**config.mk**
```make
export PLATFORM = sky130hd
export DESIGN_NAME = max_reduce_ctrl
export DESIGN_NICKNAME = d
export VERILOG_FILES = /design/src/rtl/max_reduce_ctrl.sv
export SDC_FILE = /design/constraint.sdc
export NUM_CORES = 1
export LEC_CHECK = 0
export BUFFER_PORTS_ARGS = -buffer_cell sky130_fd_sc_hd__buf_2
export CORE_AREA = 2 2 65 112
export DETAILED_ROUTE_END_ITERATION = 16
export DIE_AREA = 0 0 67 114
export PLACE_DENSITY = 0.75
export SLEW_MARGIN = 0
export SYNTH_ARGS = -nofsm -noshare
export SYNTH_HDL_FRONTEND = slang
export SYNTH_SLANG_ARGS = --single-unit
```
**constraint.sdc**
```tcl
create_clock -name clk -period 2.5 [get_ports clk]
set_input_delay 0.5 -clock clk [delete_from_list [all_inputs] [get_ports clk]]
set_output_delay 0.5 -clock clk [all_outputs]
set_load 0.01 [all_outputs]
```
**src/rtl/max_reduce_ctrl.sv**
```systemverilog
// max_reduce_ctrl: streams beats into an external max tree and folds its
// outputs into one queued result per vector, credit-guarded against overflow.
module max_reduce_ctrl #(
  parameter int NUM       = 4,
  parameter int SIZE      = 8,
  parameter int TREE_LAT  = 2,
  parameter int OUT_DEPTH = 2,
  parameter int CNT_W     = 8
) (
  input  logic                clk,
  input  logic                rst_n,
  input  logic                in_valid,
  output logic                in_ready,
  input  logic [NUM*SIZE-1:0] in_data,
  input  logic                in_last,
  output logic [NUM*SIZE-1:0] tree_din,
  input  logic [SIZE-1:0]     tree_dout,
  output logic                out_valid,
  input  logic                out_ready,
  output logic [SIZE-1:0]     out_data,
  output logic [CNT_W-1:0]    out_beats
);

  localparam int CRW = $clog2(OUT_DEPTH + 1);
  localparam int PW  = (OUT_DEPTH > 1) ? $clog2(OUT_DEPTH) : 1;

  logic [CRW-1:0]      credits;
  logic [CRW-1:0]      credits_nx;
  logic                rdy_q;
  logic                in_vec;
  logic                accept;
  logic                dec;
  logic                pop;
  logic                push;

  logic [TREE_LAT-1:0] tag_v;
  logic [TREE_LAT-1:0] tag_f;
  logic [TREE_LAT-1:0] tag_l;
  logic                ev;
  logic                ef;
  logic                el;

  logic [SIZE-1:0]     acc;
  logic [CNT_W-1:0]    cnt;
  logic [SIZE-1:0]     m;
  logic [CNT_W-1:0]    cnt_nx;

  logic [SIZE-1:0]     fd [OUT_DEPTH];
  logic [CNT_W-1:0]    fb [OUT_DEPTH];
  logic [PW-1:0]       rd;
  logic [PW-1:0]       wr;
  logic [PW-1:0]       rd_nx;
  logic [PW-1:0]       wr_nx;
  logic [CRW-1:0]      occ;

  assign tree_din  = in_data;
  assign in_ready  = rdy_q;
  assign accept    = in_valid & rdy_q;
  assign dec       = accept & in_last;
  assign out_valid = (occ != '0);
  assign pop       = out_valid & out_ready;
  assign out_data  = fd[rd];
  assign out_beats = fb[rd];

  assign ev = tag_v[TREE_LAT-1];
  assign ef = tag_f[TREE_LAT-1];
  assign el = tag_l[TREE_LAT-1];

  // credit arithmetic: one credit per vector, returned on pop
  always_comb begin
    credits_nx = credits;
    if (dec && !pop) begin
      credits_nx = credits - CRW'(1);
    end else if (pop && !dec) begin
      credits_nx = credits + CRW'(1);
    end
  end

  // credit counter and registered ready
  always_ff @(posedge clk or negedge rst_n) begin
    if (!rst_n) begin
      credits <= CRW'(OUT_DEPTH);
      rdy_q   <= 1'b0;
    end else begin
      credits <= credits_nx;
      rdy_q   <= (credits_nx != '0);
    end
  end

  // mid-vector flag; the next accepted beat is a first beat when clear
  always_ff @(posedge clk or negedge rst_n) begin
    if (!rst_n) begin
      in_vec <= 1'b0;
    end else if (accept) begin
      in_vec <= ~in_last;
    end
  end

  // tag pipe tracking accepted beats alongside the tree latency
  always_ff @(posedge clk or negedge rst_n) begin
    if (!rst_n) begin
      tag_v <= '0;
      tag_f <= '0;
      tag_l <= '0;
    end else begin
      tag_v[0] <= accept;
      tag_f[0] <= ~in_vec;
      tag_l[0] <= in_last;
      for (int i = 1; i < TREE_LAT; i++) begin
        tag_v[i] <= tag_v[i-1];
        tag_f[i] <= tag_f[i-1];
        tag_l[i] <= tag_l[i-1];
      end
    end
  end

  // fold the emerging tree result into the running maximum and count
  always_comb begin
    m      = tree_dout;
    cnt_nx = CNT_W'(1);
    if (!ef) begin
      m      = (tree_dout > acc) ? tree_dout : acc;
      cnt_nx = (cnt == '1) ? cnt : cnt + CNT_W'(1);
    end
    push = ev & el;
  end

  // accumulator and beat counter
  always_ff @(posedge clk or negedge rst_n) begin
    if (!rst_n) begin
      acc <= '0;
      cnt <= '0;
    end else if (ev) begin
      acc <= m;
      cnt <= cnt_nx;
    end
  end

  // ring pointer wrap
  always_comb begin
    wr_nx = (wr == PW'(OUT_DEPTH - 1)) ? '0 : wr + PW'(1);
    rd_nx = (rd == PW'(OUT_DEPTH - 1)) ? '0 : rd + PW'(1);
  end

  // result fifo
  always_ff @(posedge clk or negedge rst_n) begin
    if (!rst_n) begin
      rd  <= '0;
      wr  <= '0;
      occ <= '0;
      for (int i = 0; i < OUT_DEPTH; i++) begin
        fd[i] <= '0;
        fb[i] <= '0;
      end
    end else begin
      if (push) begin
        fd[wr] <= m;
        fb[wr] <= cnt_nx;
        wr     <= wr_nx;
      end
      if (pop) begin
        rd <= rd_nx;
      end
      unique case ({push, pop})
        2'b10:   occ <= occ + CRW'(1);
        2'b01:   occ <= occ - CRW'(1);
        default: occ <= occ;
      endcase
    end
  end

endmodule

```
==> reports/results.ini <==
[clock_tree]
clockRootBuffer = clkbuf_16
path_clk_slew_ps = 50
cts_setup_buffers = 0
clock_latency_ps = 330
clockBufferDepth = 2
numCtsBuffers = 9
cts_sinks = 62
cts_tree = done
post_cts_resized = 0
postCtsHoldBufs = 0
htree_levels = 3

[routing]
dr.first_iter.drc_count = 163
num_vias = 2305
post-route-drc-count = 0
vias_per_cell = 5.57
wirelength_um = 6000
firstDrtPassIters = 4
wl_per_cell_um = 14.5
ant_nets = 0

[floorplanning]
die_h_um = 114
initial_core_util_pct = 48.0
fp.dieW_um = 67
row_count = 40
io_pins = 95
design.core.area_um2 = 6810
dieArea_um2 = 7640

[yosys]
synth-edff-count = 0
synth.ff_latch_count = 62
synthCells = 321
async_reset_ff_share_pct = 100
synth_top_area_cell = dfrtp_1
yosys_warnings = 0
syn_area_per_cell_um2 = 10.2
netlist.area_leader.share_pct = 46.7
synth.yosys.seq_area_share_pct = 47.5
synth_ff_type = dfrtp_1
synth_area_leaders = dfrtp_1, mux2_2, buf_4, a31oi_1, ha_1
synth.distinct_cells = 39
synth_nets = 376
synth_area_um2 = 3270

[sta]
min_period_ps = 2100
finalHoldViolCount = 0
layout_setup_ws_ps = 397
finalSetupViolCount = 0
finalCritPeriodShare_pct = 84.1
final_max_slew_viol_count = 0
rsz0062_at_grt = no
hold_ws_ps = 154
finalClockSkew_ps = 4.48
worst_slew_pin_slew_ps = 544
max_slew_margin_pct = 63.8
max_clock_freq_mhz = 475
finalSetupTns_ps = 0

[cells_and_area]
mostFrequentLayoutCells = dfrtp_1, mux2_2, buf_2
drive_gt1_share_pct = 29.7
syn_to_final_growth_pct = 11.6
final_common_cell = dfrtp_1
fin_util_pct = 53.6
nets = 380
diodes = 0

[flow_run]
maxCapViolations = 0

[power]
seqPwrFrac_pct = 35.9
powerDensity_nw_per_um2 = 1230
p_leak_nw = 1.62
vdd_drop_max_v = 0.000591
power.internal_mw = 3.06
swShare_pct = 31.5
clockPowerShare_pct = 31.6
p_comb_share_pct = 32.5
switching_power_mw = 1.41

[hold_path]
min_path_type = primary input to asynchronous set/reset pin

[setup_path]
crit_path_cell_trace = inv_1 -> ha_1 -> nand4_2 -> nor2_2 -> a211oi_2 -> buf_4 -> or3_2 -> a31oi_1
startpoint_type = flip-flop
reg2reg_depth = 8
criticalPathCategory = flip-flop to flip-flop
reg2reg_slack_ps = 400
crit_arrival_ps = 2340
cp_slowest_stage_delay_ps = 460
r2r-end = fd[9]$_DFFE_PN0P_
cp_slowest_cell = or3_2
r2r_start = acc[7]$_DFFE_PN0P_
cp-end-kind = flip-flop
required_ps = 2740
path_max_fanout = 10

[run_status]
status = finished, final reports clean

[placement]
pre_cts_slack_ps = 158
gp_congestion = 0.894
port_buffers = 30
dp_hpwl_um = 4380

[global_routing]
grt_usage_pct = 17.9
grt_pass1_wl_um = 10200
grt_max_degree = 41
gr-total-overflow = 0
grt_pass1_vias = 2304
antenna_found_initial = 0

## stage by stage
step	power (mW)	area [um^2]	instances
after detailed placement	3.08	3300	398
after CTS	4.52	3650	414
after global placement	3.01	3300	398
after floorplan	2.67	3270	321
final	4.47	3650	414
after global routing	4.76	3650	414
## sequential cells by signal (all words and copies together), names as in the netlist
register,count
rd,1
wr,1
cnt,8
occ,2
tag_l,2
tag_f,2
credits,2
fb,16
tag_v,2
in_vec,1
in_ready,1
acc,8
fd,16
## Yosys cell counts, types with 4 or more instances
master	number
mux2_2	31
nand3_1	5
nand4_1	4
clkbuf_1	7
or3_1	4
ha_1	10
xnor2_1	7
dfrtp_1	61
buf_2	4
inv_1	18
nor2_1	28
a21oi_1	11
nand2_1	21
o31ai_1	4
or3_2	5
a31oi_1	20
o21ai_0	19
buf_4	32
## critical path, delay by kind of cell (launching register included)
family          cells  cell delay (ps)
simple gates        3              800
fa+ha+maj           1              340
buf+inv             2              240
compound gates      2              300
flops               1              340
## how the worst max path moves through the flow
stage                               endpoint                from  cells after the start  slack [ps]
final                      fd[9]$_DFFE_PN0P_  acc[7]$_DFFE_PN0P_                      8         400
after global routing       fd[9]$_DFFE_PN0P_  acc[7]$_DFFE_PN0P_                      8         240
after CTS                  fd[9]$_DFFE_PN0P_  acc[7]$_DFFE_PN0P_                      8         390
after detailed placement   fd[9]$_DFFE_PN0P_        tree_dout[7]                      8         160
after global placement     fd[8]$_DFFE_PN0P_        tree_dout[7]                      8         250
after floorplan           acc[0]$_DFFE_PN0P_        tree_dout[1]                      6         470
## cell type report
type                    count  area (um^2)
clock buffers              12          246
inverters                  18         67.6
flip-flops and latches     62         1550
fillers                   625         3160
repair buffers             38          235
well taps                  84          105
clock inverters             4         95.1
multi-input cells         196         1340
## power by group through the flow
stage	registers [mW]	clock network [mW]	logic, mW
2_1_floorplan	1.53	0	1.14
3_3_place_gp	1.60	0	1.41
3_5_place_dp	1.62	0	1.46
4_1_cts	1.61	1.44	1.48
5_1_grt	1.65	1.48	1.62
6_report	1.61	1.41	1.45
## logic make-up after synthesis
family | share of synthesized area (%)
adders and majority gates | 3.83
buffers and inverters | 11.3
muxes | 11.3
and+or+nand+nor | 11.8
DFF | 47.5
xor gates and xnor gates | 2.15
AOI/OAI and AO/OA | 12.0
## per-layer routing
metal / wire length [um] / vias up / GRT usage (%)
met5: 0 / - / 0
met4: 233 / 0 / 11.6
met3: 305 / 21 / 4.73
met2: 3210 / 70 / 30.3
met1: 2260 / 1119 / 18.9
li1: - / 1095 / -
Note: power is estimated with default switching activity, not from simulation.
